==> config.mk <==
export PLATFORM = sky130hd
export DESIGN_NAME = mc_cpu_core
export DESIGN_NICKNAME = d
export VERILOG_FILES = /design/src/rtl/mc_cpu_pkg.sv /design/src/rtl/mc_regfile.sv /design/src/rtl/mc_cpu_core.sv
export SDC_FILE = /design/constraint.sdc
export NUM_CORES = 2
export LEC_CHECK = 0
export BUFFER_PORTS_ARGS = -buffer_cell sky130_fd_sc_hd__buf_2
export CAP_MARGIN = 20
export CORE_MARGIN = 3
export CORE_UTILIZATION = 50
export CTS_CLUSTER_DIAMETER = 120
export DETAILED_ROUTE_END_ITERATION = 8
export GPL_ROUTABILITY_DRIVEN = 0
export PLACE_DENSITY = 0.71
export SLEW_MARGIN = 10
export SYNTH_ARGS = -nofsm -noshare
export SYNTH_HDL_FRONTEND = slang
export SYNTH_HIERARCHICAL = 1
export SYNTH_SLANG_ARGS = --single-unit
==> constraint.sdc <==
create_clock -name clkin -period 30 [get_ports clkin]
set_input_delay 0 -clock clkin [delete_from_list [all_inputs] [get_ports clkin]]
set_output_delay 0 -clock clkin [all_outputs]
set_load 0.01 [all_outputs]
==> src/rtl/mc_cpu_pkg.sv <==
// mc_cpu_pkg: shared definitions for the multi-cycle MIPS-subset core.
//   - FSM state encoding
//   - opcode / funct constants for the supported subset
//   - ALU operation codes and the funct -> ALU op mapping
//   - reset defaults and small decode helpers
package mc_cpu_pkg;

  typedef enum logic [2:0] {
    ST_BOOT,
    ST_FETCH,
    ST_DECODE,
    ST_EXEC,
    ST_MEM,
    ST_WB,
    ST_HALT
  } state_t;

  typedef enum logic [2:0] {
    ALU_ADD,
    ALU_SUB,
    ALU_AND,
    ALU_OR,
    ALU_SLT
  } alu_op_t;

  localparam logic [5:0] OP_RTYPE = 6'h00;
  localparam logic [5:0] OP_J     = 6'h02;
  localparam logic [5:0] OP_BEQ   = 6'h04;
  localparam logic [5:0] OP_ADDI  = 6'h08;
  localparam logic [5:0] OP_LW    = 6'h23;
  localparam logic [5:0] OP_SW    = 6'h2b;

  localparam logic [5:0] FN_ADD = 6'h20;
  localparam logic [5:0] FN_SUB = 6'h22;
  localparam logic [5:0] FN_AND = 6'h24;
  localparam logic [5:0] FN_OR  = 6'h25;
  localparam logic [5:0] FN_SLT = 6'h2a;

  localparam logic [31:0] WORD_RST = 32'h0000_0000;

  function automatic logic [31:0] sext16(input logic [15:0] imm);
    return {{16{imm[15]}}, imm};
  endfunction

  function automatic alu_op_t funct_to_alu(input logic [5:0] funct);
    case (funct)
      FN_SUB:  return ALU_SUB;
      FN_AND:  return ALU_AND;
      FN_OR:   return ALU_OR;
      FN_SLT:  return ALU_SLT;
      default: return ALU_ADD;
    endcase
  endfunction

  function automatic logic is_legal(input logic [5:0] op, input logic [5:0] funct);
    case (op)
      OP_RTYPE: return funct inside {FN_ADD, FN_SUB, FN_AND, FN_OR, FN_SLT};
      OP_J, OP_BEQ, OP_ADDI, OP_LW, OP_SW: return 1'b1;
      default: return 1'b0;
    endcase
  endfunction

endpackage

==> src/rtl/mc_regfile.sv <==
// mc_regfile: 32 x 32-bit register file, two asynchronous read ports and
// one synchronous write port. Register 0 always reads as zero and writes
// to it are dropped. All registers clear on asynchronous reset.
//   clkin              clock, rising edge
//   reset              asynchronous, active-high
//   we/waddr/wdata     write port
//   raddr_a/rdata_a    read port A
//   raddr_b/rdata_b    read port B
module mc_regfile
  import mc_cpu_pkg::*;
(
  input  logic        clkin,
  input  logic        reset,
  input  logic        we,
  input  logic [4:0]  waddr,
  input  logic [31:0] wdata,
  input  logic [4:0]  raddr_a,
  output logic [31:0] rdata_a,
  input  logic [4:0]  raddr_b,
  output logic [31:0] rdata_b
);

  logic [31:0] regs [32];

  always_ff @(posedge clkin or posedge reset) begin
    if (reset) begin
      for (int i = 0; i < 32; i++) regs[i] <= WORD_RST;
    end else if (we && (waddr != 5'd0)) begin
      regs[waddr] <= wdata;
    end
  end

  assign rdata_a = (raddr_a == 5'd0) ? WORD_RST : regs[raddr_a];
  assign rdata_b = (raddr_b == 5'd0) ? WORD_RST : regs[raddr_b];

endmodule

==> src/rtl/mc_cpu_core.sv <==
// mc_cpu_core: multi-cycle MIPS-subset core (add/sub/and/or/slt, addi, lw,
// sw, beq, j) behind one unified memory port with a req/ready handshake.
//   clkin      clock, rising edge
//   reset      asynchronous, active-high
//   mem_req    memory transfer request (FETCH or MEM state)
//   mem_we     1 = store (sw), 0 = read
//   mem_addr   byte address (pc in FETCH, ALUOut in MEM)
//   mem_wdata  store data (B register)
//   mem_ready  transfer completes on an edge where mem_req & mem_ready
//   mem_rdata  read data, valid with mem_ready
//   pc_out     PC of the instruction currently executing
//   retire     one-cycle pulse per completed instruction
//   halted     core is in HALT
module mc_cpu_core
  import mc_cpu_pkg::*;
#(
  parameter int unsigned       ADDR_W          = 32,
  parameter logic [ADDR_W-1:0] RESET_PC        = '0,
  parameter bit                TRAP_ON_ILLEGAL = 1'b1
) (
  input  logic              clkin,
  input  logic              reset,
  output logic              mem_req,
  output logic              mem_we,
  output logic [ADDR_W-1:0] mem_addr,
  output logic [31:0]       mem_wdata,
  input  logic              mem_ready,
  input  logic [31:0]       mem_rdata,
  output logic [ADDR_W-1:0] pc_out,
  output logic              retire,
  output logic              halted
);

  state_t            state;
  logic [ADDR_W-1:0] pc;
  logic [ADDR_W-1:0] cur_pc;
  logic [31:0]       ir, a_reg, b_reg, alu_out, mdr;

  logic [5:0]  op, funct;
  logic [4:0]  rs, rt, rd;
  logic [15:0] imm;
  logic [25:0] tgt;

  assign op    = ir[31:26];
  assign rs    = ir[25:21];
  assign rt    = ir[20:16];
  assign rd    = ir[15:11];
  assign imm   = ir[15:0];
  assign funct = ir[5:0];
  assign tgt   = ir[25:0];

  logic [31:0]       imm_ext, pc_ext, rs_data, rt_data, alu_b, alu_y;
  logic [ADDR_W-1:0] jump_target;
  logic              legal;
  alu_op_t           alu_op;

  assign imm_ext = sext16(imm);
  assign pc_ext  = 32'(pc);
  assign legal   = is_legal(op, funct);
  // pc already holds pc+4 by DECODE, so the jump takes its upper nibble from there.
  assign jump_target = ADDR_W'({pc_ext[31:28], tgt, 2'b00});

  // Register file write happens on the WB edge only.
  logic        rf_we;
  logic [4:0]  rf_waddr;
  logic [31:0] rf_wdata;

  assign rf_we    = (state == ST_WB);
  assign rf_waddr = (op == OP_RTYPE) ? rd : rt;
  assign rf_wdata = (op == OP_LW) ? mdr : alu_out;

  mc_regfile u_regfile (
    .clkin   (clkin),
    .reset   (reset),
    .we      (rf_we),
    .waddr   (rf_waddr),
    .wdata   (rf_wdata),
    .raddr_a (rs),
    .rdata_a (rs_data),
    .raddr_b (rt),
    .rdata_b (rt_data)
  );

  assign alu_op = (op == OP_RTYPE) ? funct_to_alu(funct) : ALU_ADD;
  assign alu_b  = (op == OP_RTYPE) ? b_reg : imm_ext;

  always_comb begin
    alu_y = a_reg + alu_b;
    case (alu_op)
      ALU_SUB: alu_y = a_reg - alu_b;
      ALU_AND: alu_y = a_reg & alu_b;
      ALU_OR:  alu_y = a_reg | alu_b;
      ALU_SLT: alu_y = {31'd0, $signed(a_reg) < $signed(alu_b)};
      default: ;
    endcase
  end

  // Memory port is decoded from state so that an async reset drops mem_req at once.
  assign mem_req   = (state == ST_FETCH) || (state == ST_MEM);
  assign mem_we    = (state == ST_MEM) && (op == OP_SW);
  assign mem_wdata = (state == ST_MEM) ? b_reg : WORD_RST;

  always_comb begin
    mem_addr = '0;
    case (state)
      ST_FETCH: mem_addr = pc;
      ST_MEM:   mem_addr = ADDR_W'(alu_out);
      default:  ;
    endcase
  end

  assign pc_out = cur_pc;

  always_ff @(posedge clkin or posedge reset) begin
    if (reset) begin
      state   <= ST_BOOT;
      pc      <= RESET_PC;
      cur_pc  <= RESET_PC;
      ir      <= WORD_RST;
      a_reg   <= WORD_RST;
      b_reg   <= WORD_RST;
      alu_out <= WORD_RST;
      mdr     <= WORD_RST;
      retire  <= 1'b0;
      halted  <= 1'b0;
    end else begin
      retire <= 1'b0;
      case (state)
        ST_BOOT: state <= ST_FETCH;
        ST_FETCH: begin
          if (mem_ready) begin
            ir     <= mem_rdata;
            cur_pc <= pc;
            pc     <= pc + ADDR_W'(32'd4);
            state  <= ST_DECODE;
          end
        end
        ST_DECODE: begin
          a_reg   <= rs_data;
          b_reg   <= rt_data;
          alu_out <= pc_ext + {imm_ext[29:0], 2'b00};
          if (!legal) begin
            if (TRAP_ON_ILLEGAL) begin
              halted <= 1'b1;
              state  <= ST_HALT;
            end else begin
              retire <= 1'b1;
              state  <= ST_FETCH;
            end
          end else if (op == OP_J) begin
            pc     <= jump_target;
            retire <= 1'b1;
            state  <= ST_FETCH;
          end else begin
            state <= ST_EXEC;
          end
        end
        ST_EXEC: begin
          if (op == OP_BEQ) begin
            if (a_reg == b_reg) pc <= ADDR_W'(alu_out);
            retire <= 1'b1;
            state  <= ST_FETCH;
          end else begin
            alu_out <= alu_y;
            state   <= ((op == OP_LW) || (op == OP_SW)) ? ST_MEM : ST_WB;
          end
        end
        ST_MEM: begin
          if (mem_ready) begin
            if (op == OP_SW) begin
              retire <= 1'b1;
              state  <= ST_FETCH;
            end else begin
              mdr   <= mem_rdata;
              state <= ST_WB;
            end
          end
        end
        ST_WB: begin
          retire <= 1'b1;
          state  <= ST_FETCH;
        end
        ST_HALT: halted <= 1'b1;
        default: begin
          halted <= 1'b1;
          state  <= ST_HALT;
        end
      endcase
    end
  end

endmodule

==> reports/metrics.cfg <==
[yosys]
synth-compound-area-share_pct = 9.51
yosysSeqAreaShare_pct = 43.2
synth_ff_type = dfrtp_1
ys_warn_count = 6
ys_async_sr_fraction_pct = 100
synth_area_leader_cell = dfrtp_1
yosys.area_share.simple_pct = 6.43
synth.top_cells.by_count = dfrtp_1 (1253), mux2_2 (1117), nand2_1 (570)
synth_nets = 6189
synth_most_common_cell = dfrtp_1
syn_inst = 6024
synth.area.mux_share_pct = 33.2
yosys-top-cells-area = dfrtp_1 (43%), mux2_2 (17%), mux4_2 (11%), mux2i_1 (5.2%), nand2_1 (3.0%)
synth_top_area_share_pct = 43.2
synth_fa_ha_area_share_pct = 2.27
syn_area_sq_um = 72500
synth_cell_types = 100
synth.avg_cell_area_sq_um = 12.0
ys_ff_latch = 1253
synth_top_family_by_area = multiplexers
synth_edf_count = 0
yosys.area_share.xor_xnor_pct = 1.03

[hold_path]
hold_path.class = primary input to register

[clock_network]
clock_latency_ps = 800
clk_path_buf_depth = 3
clk_pin_slew_ps = 60
cts_buffers = 137
clkSinkCount = 1253
cts_root_buf = clkbuf_16
htree_levels = 4
cts_tree = yes

[finish]
fillers = 11700
nets = 6058
top_register = u_regfile/regs
largest_reg_flops = 1024
area_growth_pct = 9.59
final_util_pct = 55.2
multi_input_area_sq_um = 38400
drive_gt1_share_pct = 34.0
area.sequential_sq_um = 31400

[global_route]
grt_max_degree = 179
grt-ovfl-total = 0
grt_pass1_wl_mm = 377
grt_usage_pct = 33.9
grt_pass1_vias = 54500
grt_antenna_before_repair = 7

[setup_path]
crit_fanout = 21
critPathLaunchType = register
worstPathArrival_ps = 5860
end_kind = register
path_class = register to register
required_ps = 30660
rrSetupSlack_ps = 24800

[route]
dr.pass1.iters = 7
drt_iter0_drc = 7800
wl_mm = 259
avgRoutedWirePerCell_um = 32.7
wl_met2_mm = 110
wl_met3_mm = 33.1
num_vias = 55400
ant_nets = 0
vias_per_cell = 7.01
top_layer_used = met5
wl_met1_mm = 94.8
drc_errors = 0

[timing]
finalClockSkew_ps = 39.3
final_max_slew_viol_count = 0
totalNegativeSetupSlack_ps = 0
setup_ws_ps = 24800
rsz0062_at_grt = no
period_share_pct = 17.3
relSlewSlack_pct = 21.6
clock.fmax_mhz = 192
hold_viol = 0
worstMarginPinSlew_ps = 1180
setup_viol = 0
min_period_ps = 5200

[floorplan]
initial_core_util_pct = 50.4
core_area_sq_um = 144000
num_io_pins = 135
die_y_um = 387
dieArea_sq_um = 150000
placementRows = 139
die_x_um = 387

[placed_design]
pre_cts_slack_ps = 24930
hpwl_mm = 155
port_buffers = 134

[pwr]
powerDensity_nw_per_um2 = 44.4
vdd_ir_drop_max_uv = 52.3
leakagePower_nw = 35.9

[job]
cap_violations = 0

[outcome]
status = complete, no violations

## worst paths after layout
kind                                                  start                               end  depth (start not counted)
setup / recovery                         ir[26]$_DFFE_PP0P_           alu_out[29]$_DFFE_PP0P_                         16
hold / removal                                mem_rdata[25]                ir[25]$_DFFE_PP0P_                          4
setup reg to reg                         ir[26]$_DFFE_PP0P_           alu_out[29]$_DFFE_PP0P_                         16
hold reg to reg            u_regfile/regs[1019]$_DFFE_PP0P_  u_regfile/regs[1019]$_DFFE_PP0P_                          0
max in group asynchronous                             reset   u_regfile/regs[628]$_DFFE_PP0P_                          7
min in group asynchronous                             reset   u_regfile/regs[731]$_DFFE_PP0P_                          4
## cell families (layout without fill, tap and decap cells)
logic type,after synthesis,after routing
multiplexers,1837,1837
flip-flops,1253,1253
AND/OR/NAND/NOR,1039,1039
AO/OA/AOI/OAI,1003,1003
buffers and inverters,677,655
adder cells (fa/ha/maj),130,130
XOR/XNOR,85,85
other,0,6
## where the power goes
part	internal, mW	switching, mW
Sequential	1.69	0
Clock	1.07	0.721
Combinational	0.00832	0.0387
Total	2.77	0.760
## area by class of cell
cell class,count,area share (%)
multi-input cells,4094,48.3
clock inverters,39,0.696
flip-flops and latches,1253,39.5
clock buffers,209,5.27
well taps,1903,3.00
inverters,107,0.524
diodes,6,0.0189
repair buffers,300,2.72
## stage by stage
step | hold slack (ps) | area, sq um | cells | power, mW
floorplan | 105 | 72500 | 6024 | 1.75
global placement | 210 | 74100 | 7598 | 1.76
detailed placement | 224 | 74100 | 7598 | 1.76
CTS | 1.95 | 79400 | 7902 | 3.54
global route | 35.4 | 79400 | 7906 | 3.61
finish | 23.5 | 79500 | 7911 | 3.53
## layout by cell type (no fill, tap or decap), types with 18 or more instances in the layout
cell type      synthesis  routed
dlygate4sd3_1          0      56
mux2_2              1117    1117
nand2b_1              19      18
and3_1                50      49
dfrtp_1             1253    1244
mux2i_1              377     377
inv_1                105     103
o22ai_1               47      47
ha_1                 127     127
clkbuf_8               9      34
buf_2                 69     134
nor2_4                 0      19
o21ai_0              186     186
nor3_1                51      51
nand2_1              570     552
a22oi_1              122     122
o221ai_1              39      39
nand3_1               46      46
buf_4                 44     101
a211oi_1              72      72
a21o_1                48      48
nor2b_1               35      28
xor2_1                54      54
clkbuf_16              0     144
a31oi_1               18      18
a22o_1                81      81
mux4_2               343     343
a21oi_1              226     226
clkbuf_1             349      31
nor2_1               153     129
xnor2_1               31      31
nor4_1                36      35
## per-layer routing
metal / vias up / GRT usage [%]
li1: 22100 / -
met1: 28200 / 43.9
met2: 4009 / 49.5
met3: 1094 / 9.99
met4: 2 / 22.5
met5: - / 0
## repair_timing
| item | in CTS | in global routing |
|---|---|---|
| resized for setup | 0 | 0 |
| hold endpoints to repair | 288 | 0 |
| buffers inserted | 0 | 0 |
| hold buffers | 56 | 0 |
## worst max-delay path, cell delays in order (launching register included)
cell,delay [ps]
dfrtp_1,390
nor3_1,390
nand2_1,620
and2_1,670
a21o_1,290
inv_1,80
ha_1,370
nor4_2,490
a21oi_1,120
o21ai_0,160
a31oi_4,70
nand2b_4,170
o41a_4,470
o31ai_4,200
o221ai_1,150
a221oi_2,330
nor4_2,80
Note: power is estimated with default switching activity, not from simulation.
